File: src/rtl/simon_pkg.sv
// Shared Simon Says types: playback/check FSM states, sequence geometry, colour decode.
// Latency: n/a (types and a pure function only).
// Backpressure: n/a.
package simon_pkg;

    typedef enum logic [1:0] {
        ST_IDLE = 2'd0,
        ST_ON   = 2'd1,
        ST_OFF  = 2'd2,
        ST_DONE = 2'd3
    } state_t;

    localparam int MAX_LEN = 16;
    localparam int COLOR_W = 2;

    function automatic logic [3:0] color_onehot(input logic [COLOR_W-1:0] c);
        return 4'b0001 << c;
    endfunction

endpackage

File: src/rtl/tick_counter.sv
// Interval timer: counts enabled cycles from 0, flags when the count equals limit.
// Latency: tc is combinational from the registered count; clr/en take effect next edge.
// Backpressure: none; en simply holds the count when low.
module tick_counter #(
    parameter int W = 2
) (
    input  logic         clk,
    input  logic         rst_n,
    input  logic         clr,
    input  logic         en,
    input  logic [W-1:0] limit,
    output logic         tc
);

    logic [W-1:0] cnt_q;

    always_ff @(posedge clk or negedge rst_n) begin
        if (!rst_n) begin
            cnt_q <= '0;
        end else if (clr) begin
            cnt_q <= '0;
        end else if (en) begin
            cnt_q <= cnt_q + 1'b1;
        end
    end

    assign tc = (cnt_q == limit);

endmodule

File: src/rtl/seq_player.sv
// Simon Says playback: latches a packed colour sequence and shows it entry by entry on led.
// Latency: first colour on led one cycle after start is taken; done L*(ON+OFF) cycles after start.
// Backpressure: none; start is ignored outside IDLE, abort wins over everything.
module seq_player #(
    parameter int ON_CYCLES  = 3,
    parameter int OFF_CYCLES = 2,
    parameter int MAX_LEN    = 16
) (
    input  logic        clk,
    input  logic        rst_n,
    input  logic        start,
    input  logic        abort,
    input  logic [4:0]  level,
    input  logic [31:0] seq_in,
    output logic [3:0]  led,
    output logic [3:0]  idx,
    output logic        busy,
    output logic        done
);
    import simon_pkg::*;

    localparam int MAX_CYC = (ON_CYCLES > OFF_CYCLES) ? ON_CYCLES : OFF_CYCLES;
    localparam int CW      = $clog2(MAX_CYC + 1);

    localparam logic [CW-1:0] ON_LIM       = CW'(ON_CYCLES - 1);
    localparam logic [CW-1:0] OFF_LIM      = CW'(OFF_CYCLES - 1);
    localparam logic [CW-1:0] OFF_LAST_LIM = CW'((OFF_CYCLES > 1) ? OFF_CYCLES - 2 : 0);
    localparam logic [4:0]    MAX_LVL      = 5'(MAX_LEN);

    state_t        state_q, state_d;
    logic [31:0]   seq_q, seq_d;
    logic [4:0]    len_q, len_d;
    logic [3:0]    idx_q, idx_d;
    logic          tick_clr, tick_en, tick_tc;
    logic [CW-1:0] tick_lim;
    logic [4:0]    lvl_clamp;
    logic          last;
    logic [3:0]    led_d;
    logic          busy_d, done_d;

    assign lvl_clamp = (level > MAX_LVL) ? MAX_LVL : level;
    assign last      = ({1'b0, idx_q} == (len_q - 5'd1));

    // Outputs trail the state by one register, so DONE doubles as the final blank
    // cycle: the last gap leaves OFF one cycle early to keep the entry period exact.
    assign tick_lim = (state_q == ST_OFF) ? (last ? OFF_LAST_LIM : OFF_LIM) : ON_LIM;

    tick_counter #(.W(CW)) u_tick (
        .clk   (clk),
        .rst_n (rst_n),
        .clr   (tick_clr),
        .en    (tick_en),
        .limit (tick_lim),
        .tc    (tick_tc)
    );

    always_ff @(posedge clk or negedge rst_n) begin
        if (!rst_n) begin
            state_q <= ST_IDLE;
            seq_q   <= '0;
            len_q   <= '0;
            idx_q   <= '0;
        end else begin
            state_q <= state_d;
            seq_q   <= seq_d;
            len_q   <= len_d;
            idx_q   <= idx_d;
        end
    end

    always_comb begin
        state_d  = state_q;
        seq_d    = seq_q;
        len_d    = len_q;
        idx_d    = idx_q;
        tick_clr = 1'b0;
        tick_en  = 1'b0;
        if (abort) begin
            state_d  = ST_IDLE;
            tick_clr = 1'b1;
        end else begin
            case (state_q)
                ST_IDLE: begin
                    if (start) begin
                        if (lvl_clamp != 5'd0) begin
                            seq_d    = seq_in;
                            len_d    = lvl_clamp;
                            idx_d    = '0;
                            tick_clr = 1'b1;
                            state_d  = ST_ON;
                        end else begin
                            state_d = ST_DONE;
                        end
                    end
                end
                ST_ON: begin
                    tick_en = 1'b1;
                    if (tick_tc) begin
                        tick_clr = 1'b1;
                        state_d  = (last && OFF_CYCLES == 1) ? ST_DONE : ST_OFF;
                    end
                end
                ST_OFF: begin
                    tick_en = 1'b1;
                    if (tick_tc) begin
                        tick_clr = 1'b1;
                        if (last) begin
                            state_d = ST_DONE;
                        end else begin
                            idx_d   = idx_q + 4'd1;
                            state_d = ST_ON;
                        end
                    end
                end
                ST_DONE: state_d = ST_IDLE;
                default: state_d = ST_IDLE;
            endcase
        end
    end

    always_comb begin
        led_d  = '0;
        busy_d = 1'b0;
        done_d = 1'b0;
        if (!abort) begin
            busy_d = (state_q != ST_IDLE);
            done_d = (state_q == ST_DONE);
            if (state_q == ST_ON) begin
                led_d = color_onehot(seq_q[{idx_q, 1'b0} +: COLOR_W]);
            end
        end
    end

    always_ff @(posedge clk or negedge rst_n) begin
        if (!rst_n) begin
            led  <= '0;
            idx  <= '0;
            busy <= 1'b0;
            done <= 1'b0;
        end else begin
            led  <= led_d;
            idx  <= idx_q;
            busy <= busy_d;
            done <= done_d;
        end
    end

endmodule

File: config.mk
export PLATFORM = sky130hd
export DESIGN_NAME = seq_player
export DESIGN_NICKNAME = d
export VERILOG_FILES = /design/src/rtl/simon_pkg.sv /design/src/rtl/tick_counter.sv /design/src/rtl/seq_player.sv
export SDC_FILE = /design/constraint.sdc
export NUM_CORES = 1
export LEC_CHECK = 0
export ABC_AREA = 1
export CORE_MARGIN = 4
export CORE_UTILIZATION = 45
export DETAILED_ROUTE_END_ITERATION = 7
export PLACE_DENSITY = 0.75
export SLEW_MARGIN = 15
export SYNTH_ARGS = -nofsm -noshare
export SYNTH_HDL_FRONTEND = slang
export SYNTH_SLANG_ARGS = --single-unit
export TNS_END_PERCENT = 20
File: constraint.sdc
create_clock -name clk -period 2.4 [get_ports clk]
set_input_delay 0.72 -clock clk [delete_from_list [all_inputs] [get_ports clk]]
set_output_delay 0.72 -clock clk [all_outputs]
set_load 0.01 [all_outputs]
# [Yosys cells after proc, flatten, opt, wreduce, memory -nomap -nowiden]
# Index checks and enable logic that the tools add are counted.
[totals] regBits=55 in_bits=41 output_inout_bits=10 elab_cells=65
[op_classes] addsub=3 magnitude_cmp=1 eq_ne=12 shift=2 muxes=28 n_bitwise=1 reduce_logical=9
[ops] operator="variable part select 32 x 6 -> 2 bit" count=1
[ops] operator="2-to-1 mux 4 bit" count=6
[ops] operator="2-to-1 mux 2 bit" count=9
[ops] operator="2-to-1 mux 1 bit" count=9
[ops] operator="inequality test 3 bit, second input constant" count=3
[ops] operator="inequality test 2 bit, second input constant" count=4
[ops] operator="one-hot mux 2 bit (4 select lines)" count=1
[ops] operator="one-hot mux 4 bit (2 select lines)" count=1
[ops] operator="AND reduction 6 bit" count=1
[ops] operator="nonzero test 2 bit" count=3
[ops] operator="== test 4 x 5 -> 1 bit" count=1
[ops] operator="greater-than comparator 5 bit, second input constant" count=1
[ops] operator="2-to-1 mux 5 bit" count=1
[ops] operator="nonzero test 5 bit" count=1
[ops] operator="subtractor 5 x 1 -> 5 bit, second input constant" count=1
[ops] operator="adder 4 x 1 -> 4 bit, second input constant" count=1
[ops] operator="== test 2 bit, second input constant" count=2
[ops] operator="AND reduction 4 bit" count=1
[ops] operator="<< shifter 1 x 2 -> 4 bit, first input constant" count=1
[ops] operator="AND reduction 3 bit" count=1
[ops] operator="adder 2 x 1 -> 2 bit, second input constant" count=1
[ops] operator="== test 2 x 1 -> 1 bit, second input constant" count=1
[ops] operator="== test 2 bit" count=1
[ops] operator="zero test 2 bit" count=1
[ops] operator="3 further kinds" count=3

# [Depth between registers and ports, before layout]
# Gate-level depths: netlist of the first run.
[logic_depth] depth_word=9 depth_mapped=15 depth_no_buf=15

# [By module]
# From an unflattened synthesis of the first run, not the netlist that was laid out.
[unflattened] hier_cells=367 hier_area_um2=2792.7
[modules_own_cells] module="seq_player" n_inst=1 cells_per_inst=345 area_each_um2=2662.6 seq_area_each_um2=1326.3
[modules_own_cells] module="tick_counter" n_inst=1 cells_per_inst=22 area_each_um2=130.1 seq_area_each_um2=50.0

# [Worst setup path after synthesis of the first run]
# OpenSTA, ideal clock, no wires.
[synth_path] path_kind="input to register" from="input level[2]" to="register seq_q[10]" setup_time_ns=0.116 arrival_ns=1.590 t_required_ns=2.284 setup_slack_ns=0.693 path_stages=10 n_path_buf=2 path_cell_list="nor3_1 > nand3_1 > nand2_1 > inv_1 > nand2_1 > nor2_1 > buf_2 > buf_2 > nand2_1 > nand2_1"
[synth_between] elab_chain_cells=4
[synth_rtl] item="start, declared" line="seq_player.sv:13" rtl="input logic [4:0] level,"
[synth_rtl] item="greater-than comparator 5 bit" line="seq_player.sv:41" rtl="assign lvl_clamp = (level > MAX_LVL) ? MAX_LVL : level;"
[synth_rtl] item="2-to-1 mux 5 bit *" line="seq_player.sv:41"
[synth_rtl] item="nonzero test 5 bit *" line="seq_player.sv:85" rtl="if (lvl_clamp != 5'd0) begin"
[synth_rtl] item="AND reduction 4 bit (no source line) *"
[synth_rtl] item="end signal, assigned" line="seq_player.sv:65" rtl="seq_q <= seq_d;"
[synth_rtl] item="end, declared" line="seq_player.sv:31" rtl="logic [31:0] seq_q, seq_d;"
# Mark *: on every way between the ends. The rest lies on a longest branch, timed or not.
# A chain may end at the register's enable or synchronous reset.

# [Final worst setup path of the first run]
[layout_path] from="input level[4]" to="register len_q[4]"
[layout_between] elab_chain_cells=4
[layout_rtl] item="greater-than comparator 5 bit" line="seq_player.sv:41"
[layout_rtl] item="2-to-1 mux 5 bit *" line="seq_player.sv:41"
[layout_rtl] item="nonzero test 5 bit" line="seq_player.sv:85"
[layout_rtl] item="AND reduction 4 bit (no source line)"
[layout_rtl] item="end signal, assigned" line="seq_player.sv:66" rtl="len_q <= len_d;"
[layout_rtl] item="end, declared" line="seq_player.sv:32" rtl="logic [4:0] len_q, len_d;"
# Marked as above.

==> reports/qor.log, run 1 <==
[hold_path] worst min-delay path category primary input to async pin
[sta] endpoints failing hold 0
[critical_path] Slowest-stage cell, CP sky130_fd_sc_hd__clkdlybuf4s50_1
[sta] post-route worst setup slack 0.3463 ns
[grt] Total Routing Usage GR 0.1684
[drt] remaining number of nets flagged by the antenna check after routing 0
[clock_network] # clock sinks 55
[power] sequential group share of total power 0.435
[drt] number of vias per cell 4.952
[floorplanning] I/O pin total 51
[drt] metal2 WL 2912 um
[critical_path] Cell Chain, Critical Path clkdlybuf4s50_1 -> nor3_1 -> nand3_1 -> nand2_1 -> inv_1 -> nand2_1 -> nor2_2 -> inv_1 -> nor2_1 -> inv_1 -> o21a_1
[drt] first-pass iteration count of the detailed router 4
[critical_path] cell occurring most often along the worst timing path sky130_fd_sc_hd__inv_1
[critical_path] maximum single-stage delay on the critical path 0.49 ns
[drt] Met3 Routed Length 220 um
[power] net switching power 1.302 mW
[clock_network] worst-case clock buffer depth 2
[synthesis] Yosys warning count 0
[sta] achievable clock frequency 486.9 MHz
[grt] first-pass GRT wire length 9832 um
[power] power per unit of standard cell area 1026 mW/mm^2
[critical_path] number of buffers and inverters on the critical path 4
[critical_path] largest fanout on the critical path 3
[final_layout] Syn-to-layout area delta 25.02%
[critical_path] Worst Setup Start Kind primary input
[sta] unrepaired setup endpoints after global routing no
[critical_path] critical setup path kind primary input to flop
[clock_network] hold buffer count at cts 0
[synthesis] post-synthesis register bit count 55
[power] Internal Dissipation 2.169 mW
[placed_design] post-detail-place hpwl 4265 um
[grt] antenna violations before repair 0
[floorplanning] height of the die 85.53 um
[grt] vias in the first global route 2,220
[drt] top layer reached by signal wires met4
[synthesis] synthesized area per cell 8.123 um^2
[floorplanning] area enclosed by the die boundary 0.007315 mm^2
[drt] violation count after the first detailed-route iteration 168
[run] max_cap viols 0
[placed_design] count of port buffers added during placement 50
[power] leakage power of the design 1.657 nW
[clock_network] number of gates given a new drive strength after cts 0
[final_layout] FILL cells 527
[floorplanning] number of rows created at floorplan 27
[clock_network] CTS tree built
[clock_network] total clock buffers created by CTS 5
[clock_network] cell at the root of the clock tree sky130_fd_sc_hd__clkbuf_8
[sta] Worst Max-Slew Pin Slew 0.6916 ns
[critical_path] element type at the critical path end flop
[synthesis] cell area after synthesis 0.002705 mm^2
[final_layout] core utilization of the finished layout 0.5959
[floorplanning] die span in x 85.53 um
[clock_network] Post-CTS Setup Inserts 0
[synthesis] post-synthesis sequential area ratio 0.5088
[critical_path] CP Data Arrival Time 2.26 ns
[drt] routed wire length 5755 um
[clock_network] clock insertion delay at the later pin of the skew report 0.31 ns
[synthesis] Syn Nets 381
[clock_network] clock slew at reported path FFs 0.09 ns
[sta] setup tns final 0 ns
[sta] Worst Skew 0.006413 ns
[drt] total number of vias 2,248
[final_layout] diode count 0
[placed_design] GP Congestion 0.7900
[outcome] result of the run completed
[sta] final period demand of the worst path 2.054 ns
[synthesis] post-synthesis instance total 333
[synthesis] unique cell type count in the Yosys netlist 29
[grt] grt ovf 0
[sta] final number of setup-violating endpoints 0
[power] fraction of power consumed by the clock network 0.173
[drt] met1 wire length 2531 um
[sta] Max transition margin 0.5389
[power] switching part of the total 0.3752
[critical_path] Req. time, crit path 2.60 ns
[clock_network] total number of H-tree levels 2
[placed_design] Place WS 0.04962 ns
[final_layout] final layout net count 430
[final_layout] fraction of layout instances using a drive strength above 1 0.05236
[drt] DR WL/cell 12.68 um
[floorplanning] Placeable Area 0.005675 mm^2
[critical_path] critical path's top delay family buffers and inverters
[floorplanning] starting density of the core 0.4766
[power] Max IR drop VDD 433.3 uV
[sta] portion of the clock cycle consumed by the worst path in the final layout 0.8557
[grt] pin count of the biggest net entering global routing 33
[sta] total count of max-transition violations in the final report 0
[drt] Residual DRC 0
[power] logic gate share of total power 0.392
## final timing paths
path | startpoint | end | slack [ns] | cells past startpoint
max | level[4] | len_q[4] | 0.35 | 11
min | rst_n | seq_q[16] | 0.25 | 1
max reg2reg | idx_q[1] | u_tick.cnt_q[0] | 0.50 | 11
min reg2reg | seq_q[8] | seq_q[8] | 0.47 | 2
max in group asynchronous | rst_n | led[3] | 1.65 | 2
min in group clk | seq_q[8] | seq_q[8] | 0.47 | 2
## kinds of logic (layout without fill, tap and decap cells)
group	after synthesis	count (layout)	share of synthesized area
xor+xnor	3	3	0.009715
fa+ha+maj	7	7	0.03238
compound gates	37	37	0.08326
flops	55	55	0.5088
simple gates	185	185	0.2720
mux	6	6	0.02220
buf+inv	40	89	0.07169
## registers in the layout, summed over array words and instances, names as in the netlist
signal / count
seq_q: 32
len_q: 5
idx: 4
idx_q: 4
led: 4
state_q: 2
u_tick.cnt_q: 2
busy: 1
done: 1
## synthesized netlist by cell type
cell | count | area, um^2
sky130_fd_sc_hd__a21oi_1 | 4 | 20.02
sky130_fd_sc_hd__a31oi_1 | 1 | 6.260
sky130_fd_sc_hd__buf_2 | 8 | 40.04
sky130_fd_sc_hd__buf_4 | 2 | 15.01
sky130_fd_sc_hd__buf_6 | 2 | 22.52
sky130_fd_sc_hd__buf_8 | 1 | 15.01
sky130_fd_sc_hd__clkbuf_1 | 1 | 3.750
sky130_fd_sc_hd__dfrtp_1 | 55 | 1376
sky130_fd_sc_hd__ha_1 | 7 | 87.58
sky130_fd_sc_hd__inv_1 | 25 | 93.84
sky130_fd_sc_hd__inv_2 | 1 | 3.750
sky130_fd_sc_hd__mux2i_1 | 6 | 60.06
sky130_fd_sc_hd__nand2_1 | 134 | 503.0
sky130_fd_sc_hd__nand2_2 | 3 | 18.77
sky130_fd_sc_hd__nand3_1 | 13 | 65.06
sky130_fd_sc_hd__nand3_2 | 1 | 10.01
sky130_fd_sc_hd__nand4_1 | 3 | 18.77
sky130_fd_sc_hd__nor2_1 | 29 | 108.9
sky130_fd_sc_hd__nor3_1 | 1 | 5.000
sky130_fd_sc_hd__o211ai_1 | 4 | 30.03
sky130_fd_sc_hd__o21a_1 | 1 | 7.510
sky130_fd_sc_hd__o21ai_0 | 12 | 60.06
sky130_fd_sc_hd__o21ai_1 | 6 | 30.03
sky130_fd_sc_hd__o221ai_1 | 5 | 43.79
sky130_fd_sc_hd__o22ai_1 | 3 | 18.77
sky130_fd_sc_hd__o32ai_1 | 1 | 8.760
sky130_fd_sc_hd__or2_2 | 1 | 6.260
sky130_fd_sc_hd__xnor2_1 | 1 | 8.760
sky130_fd_sc_hd__xor2_1 | 2 | 17.52
## stage by stage
stage	power, mW	area [um^2]	std cells	hold slack (ns)
floorplan	2.509	2705	333	0.3853
global placement	2.840	3279	447	0.4516
global route	3.792	3382	454	0.2439
CTS	3.493	3382	454	0.2459
detailed placement	2.898	3279	447	0.4531
finish	3.471	3382	454	0.2480
## area by class of cell
class | instances | area, um^2 | share of cell area
clock buffers | 6 | 72.57 | 0.02146
clock inverters | 1 | 30.03 | 0.008879
inverters | 26 | 97.59 | 0.02886
multi-input cells | 238 | 1137 | 0.3363
flip-flops and latches | 55 | 1376 | 0.4070
well taps | 72 | 90.09 | 0.02664
repair buffers | 56 | 578.1 | 0.1709
## cell usage in the layout (no fill, tap or decap)
cell and count:
sky130_fd_sc_hd__nand3_1 13, sky130_fd_sc_hd__dfrtp_1 55, sky130_fd_sc_hd__nor3_1 1, sky130_fd_sc_hd__clkbuf_8 5, sky130_fd_sc_hd__a21oi_1 4, sky130_fd_sc_hd__buf_2 1, sky130_fd_sc_hd__o21a_1 1, sky130_fd_sc_hd__o221ai_1 5
sky130_fd_sc_hd__a31oi_1 1, sky130_fd_sc_hd__buf_4 3, sky130_fd_sc_hd__nand4_1 3, sky130_fd_sc_hd__mux2i_1 6, sky130_fd_sc_hd__or2_2 1, sky130_fd_sc_hd__inv_1 25, sky130_fd_sc_hd__ha_1 7, sky130_fd_sc_hd__bufinv_16 1
sky130_fd_sc_hd__nor2_2 1, sky130_fd_sc_hd__xor2_1 2, sky130_fd_sc_hd__o21ai_0 12, sky130_fd_sc_hd__o22ai_1 3, sky130_fd_sc_hd__o21ai_1 6, sky130_fd_sc_hd__o32ai_1 1, sky130_fd_sc_hd__o211ai_1 4, sky130_fd_sc_hd__xnor2_1 1
sky130_fd_sc_hd__nand2_1 134, sky130_fd_sc_hd__nor2_1 28, sky130_fd_sc_hd__nand3_2 1, sky130_fd_sc_hd__buf_12 3, sky130_fd_sc_hd__clkbuf_1 1, sky130_fd_sc_hd__nand2_2 3, sky130_fd_sc_hd__inv_2 1, sky130_fd_sc_hd__clkdlybuf4s50_1 49
## power by group through the flow
stage          Sequential [mW]  Combinational (mW)  Clock (mW)
3_5_place_dp              1.53                1.37           0
2_1_floorplan             1.48                1.03           0
5_1_grt                   1.56                1.58       0.646
3_3_place_gp              1.51                1.33           0
4_1_cts                   1.51                1.38       0.608
6_report                  1.51                1.36       0.599
## per-layer routing
metal,vias to the layer above,global-route usage
met5,-,0
met4,0,0.05899
met3,7,0.03554
met2,49,0.2874
met1,1042,0.2114
li1,1150,-
Power figures use the tool's default switching activity.
==> run 2, diff against run 1 <==
--- a/config.mk
+++ b/config.mk
@@ -5,11 +5,12 @@
 export SDC_FILE = /design/constraint.sdc
 export NUM_CORES = 1
 export LEC_CHECK = 0
-export ABC_AREA = 1
+export ABC_AREA = 0
+export CAP_MARGIN = 0
 export CORE_MARGIN = 4
 export CORE_UTILIZATION = 45
 export DETAILED_ROUTE_END_ITERATION = 7
-export PLACE_DENSITY = 0.75
+export PLACE_DENSITY = 0.77
 export SLEW_MARGIN = 15
 export SYNTH_ARGS = -nofsm -noshare
 export SYNTH_HDL_FRONTEND = slang
==> constraint.sdc (replaced) <==
create_clock -name clk -period 1.65 [get_ports clk]
set_input_delay 0.495 -clock clk [delete_from_list [all_inputs] [get_ports clk]]
set_output_delay 0.495 -clock clk [all_outputs]
set_load 0.01 [all_outputs]
==> reports/qor.log, run 2 <==
[synthesis] post-synthesis register bit count 55
[floorplanning] area enclosed by the die boundary 0.007315 mm^2
[synthesis] number of enable-type register cells in the synthesized netlist 0
[synthesis] post-synthesis instance total 210
[drt] routed wire length 6693 um
[clock_network] total clock buffers created by CTS 5
[power] switching part of the total 0.3108
[final_layout] area of the multi-input gates 0.001455 mm^2
[drt] number of vias per cell 5.347
[synthesis] Syn Nets 258
[sta] final period demand of the worst path 2.008 ns
[hold_path] worst min-delay path category primary input to async pin
[power] total chip power 5.781 mW
[power] Internal Dissipation 3.984 mW
[drt] total number of vias 2,016
[critical_path] r2r startpoint idx_q[0]
[synthesis] cell area after synthesis 0.002705 mm^2
[power] power per unit of standard cell area 1417 mW/mm^2
[placed_design] Cells after DPL 356
[drt] violation count after the first detailed-route iteration 76
[final_layout] FILL cells 392
[critical_path] element type at the critical path end flop
[synthesis] unique cell type count in the Yosys netlist 41
[power] net switching power 1.797 mW
[grt] Total Routing Usage GR 0.1883
[drt] remaining number of nets flagged by the antenna check after routing 0
[final_layout] largest registers seq_q (32), len_q (5)
[final_layout] Syn-to-layout area delta 50.79%
[clock_network] total number of H-tree levels 2
[critical_path] Worst Setup Start Kind flop
[floorplanning] die span in x 85.53 um
[synthesis] post-synthesis sequential area ratio 0.5088
[grt] antenna violations before repair 0
[clock_network] clock slew at reported path FFs 0.09 ns
[grt] vias in the first global route 2,181
[placed_design] count of port buffers added during placement 50
[outcome] failing checks negative setup slack
[clock_network] hold buffer count at cts 0
[critical_path] number of buffers and inverters on the critical path 1
[outcome] result of the run finished with violations
[drt] DR WL/cell 17.75 um
[final_layout] Finished Layout Cells 377
[final_layout] final layout net count 353
[grt] first-pass GRT wire length 10,770 um
[clock_network] clock insertion delay at the later pin of the skew report 0.30 ns
[critical_path] maximum single-stage delay on the critical path 0.56 ns
[floorplanning] Placeable Area 0.005675 mm^2
[sta] endpoints failing hold 0
[sta] portion of the clock cycle consumed by the worst path in the final layout 1.217
[synthesis] top cells by area, synth sky130_fd_sc_hd__dfrtp_1, sky130_fd_sc_hd__mux2_2, sky130_fd_sc_hd__mux4_2, sky130_fd_sc_hd__ha_1, sky130_fd_sc_hd__mux4_1
[synthesis] Yosys warning count 0
[clock_network] worst-case clock buffer depth 2
[power] fraction of power consumed by the clock network 0.151
[critical_path] CP Launch Point idx_q[0]
[sta] Worst Max-Slew Pin Slew 0.3244 ns
[grt] grt ovf 0
[synthesis] area share of the leading cell type in the synthesized netlist 0.5088
[synthesis] area leader, netlist sky130_fd_sc_hd__dfrtp_1
[final_layout] fraction of layout instances using a drive strength above 1 0.4197
[floorplanning] starting density of the core 0.4766
[critical_path] critical path's top delay family multiplexers
[clock_network] cell at the root of the clock tree sky130_fd_sc_hd__clkbuf_8
[final_layout] register with the most flip-flops seq_q
[floorplanning] height of the die 85.53 um
[power] logic gate share of total power 0.467
[critical_path] Slowest-stage cell, CP sky130_fd_sc_hd__mux4_2
[synthesis] commonest cells in the netlist sky130_fd_sc_hd__dfrtp_1, sky130_fd_sc_hd__mux2_2, sky130_fd_sc_hd__nand2_1
[drt] first-pass iteration count of the detailed router 4
[sta] final number of setup-violating endpoints 49
[critical_path] CP Data Arrival Time 2.22 ns
[clock_network] CTS tree built
[power] Max IR drop VDD 717.1 uV
[final_layout] most common cell after layout, fill and taps aside sky130_fd_sc_hd__dfrtp_1
[synthesis] dominant cell by count in the synthesized netlist sky130_fd_sc_hd__dfrtp_1
[drt] Residual DRC 0
[clock_network] # clock sinks 55
[critical_path] Req. time, crit path 1.86 ns
[sta] post-route worst setup slack -0.3575 ns
[sta] Max transition margin 0.7837
[critical_path] critical setup path kind flop to flop
[final_layout] diode count 0
[sta] unrepaired setup endpoints after global routing yes
[floorplanning] I/O pin total 51
[power] sequential group share of total power 0.381
[final_layout] number of flip-flops under the largest register name 32
[placed_design] GP Congestion 0.8157
[sta] total count of max-transition violations in the final report 0
[critical_path] Cell Chain, Critical Path buf_6 -> mux4_2 -> mux4_2 -> nor4b_2
[floorplanning] number of rows created at floorplan 27
[synthesis] predominant post-synthesis flop cell sky130_fd_sc_hd__dfrtp_1
[run] max_cap viols 0
[grt] pin count of the biggest net entering global routing 56
[sta] Worst Skew 0.004769 ns
[placed_design] post-detail-place hpwl 4333 um
[final_layout] Storage cell area 0.001376 mm^2
[sta] achievable clock frequency 498.1 MHz
[synthesis] synthesized area per cell 12.88 um^2
[critical_path] cell occurring most often along the worst timing path sky130_fd_sc_hd__mux4_2
[final_layout] commonest non-fill, non-tap cells in the layout sky130_fd_sc_hd__dfrtp_1, sky130_fd_sc_hd__mux2_4, sky130_fd_sc_hd__clkdlybuf4s50_1
[power] leakage power of the design 1.912 nW
[critical_path] largest fanout on the critical path 7
[synthesis] async set-reset flop share out of synthesis 1.000
## run 2: cell types whose count changed in the layout (fill, tap and decap cells not counted), sizes merged, moves of 8 or more
cell and delta:
nor2 -22, dlygate4sd2 +12, buf +45, mux2 +34, nand2 -125, mux4 +10, o21ai -8, nand3 -13
inv -15, clkdlybuf4s50 -16
## run 2: cell families (layout without fill, tap and decap cells)
logic type / after synthesis / in the layout / share of synthesized area
xor+xnor: 6 / 6 / 0.01943
flops: 55 / 55 / 0.5088
simple gates: 48 / 48 / 0.1018
buf+inv: 21 / 116 / 0.03839
compound gates: 28 / 28 / 0.06799
fa+ha+maj: 7 / 7 / 0.03238
mux: 45 / 45 / 0.2313
## run 2: what timing repair did
item                                    CTS  global route
buffers inserted                         10             1
gates resized for setup                  93            15
pin swaps                                 9             2
endpoints found under the setup margin   59            49
gates cloned                              3             0
## run 2: power by group through the flow
stage	Clock (mW)	Sequential (mW)	Combinational [mW]
floorplan	0	2.08	1.28
global placement	0	2.11	1.90
detailed placement	0	2.15	1.98
CTS	0.893	2.16	2.59
global route	0.941	2.26	2.91
finish	0.874	2.20	2.70
## run 2: cell type report
type                            instances  share of cell area
Inverter                               11             0.01012
Tap cell                               72             0.02209
Multi-Input combinational cell        134              0.3567
Timing Repair Buffer                   98              0.2475
Clock buffer                            5             0.01687
Clock inverter                          2            0.009202
Sequential cell                        55              0.3374
## run 2: per-stage QoR
| step | hold WS, ns | util | worst slack (ns) | TNS, ns | cell area, um^2 |
|---|---|---|---|---|---|
| 2_1_floorplan | 0.1994 | - | -0.4134 | -16.47 | 2733 |
| 3_3_place_gp | 0.4704 | 0.6215 | -0.8136 | -34.82 | 3527 |
| 3_5_place_dp | 0.4905 | 0.6215 | -0.8678 | -37.06 | 3527 |
| 4_1_cts | 0.1830 | 0.7072 | -0.3470 | -10.54 | 4014 |
| 5_1_grt | 0.2071 | 0.7187 | -0.4438 | -13.06 | 4079 |
| 6_report | 0.1750 | 0.7187 | -0.3575 | -11.14 | 4079 |
## run 2: path summary, 6_finish.rpt
check / endpoint / slack (ns) / cells past startpoint
setup reg to reg: led[0] / -0.36 / 4
hold reg to reg: seq_q[6] / 0.52 / 1
max in group asynchronous: idx_q[2] / 1.23 / 2
setup / recovery: led[0] / -0.36 / 4
min in group clk: len_q[2] / 0.44 / 3
hold / removal: len_q[3] / 0.18 / 2
## run 2: layer usage
metal / wire, um / vias up / track usage
li1: - / 948 / -
met1: 2756 / 1014 / 0.2323
met2: 3583 / 46 / 0.3383
met3: 284 / 8 / 0.03362
met4: 68 / 0 / 0.05180
met5: 0 / - / 0
==> run 3, diff against run 2 <==
--- a/config.mk
+++ b/config.mk
@@ -10,6 +10,7 @@
 export CORE_MARGIN = 4
 export CORE_UTILIZATION = 45
 export DETAILED_ROUTE_END_ITERATION = 7
+export GPL_ROUTABILITY_DRIVEN = 0
 export PLACE_DENSITY = 0.77
 export SLEW_MARGIN = 15
 export SYNTH_ARGS = -nofsm -noshare
==> results of run 3 <==
Same layout as run 2: the final DEF is identical, and so are final timing and power.
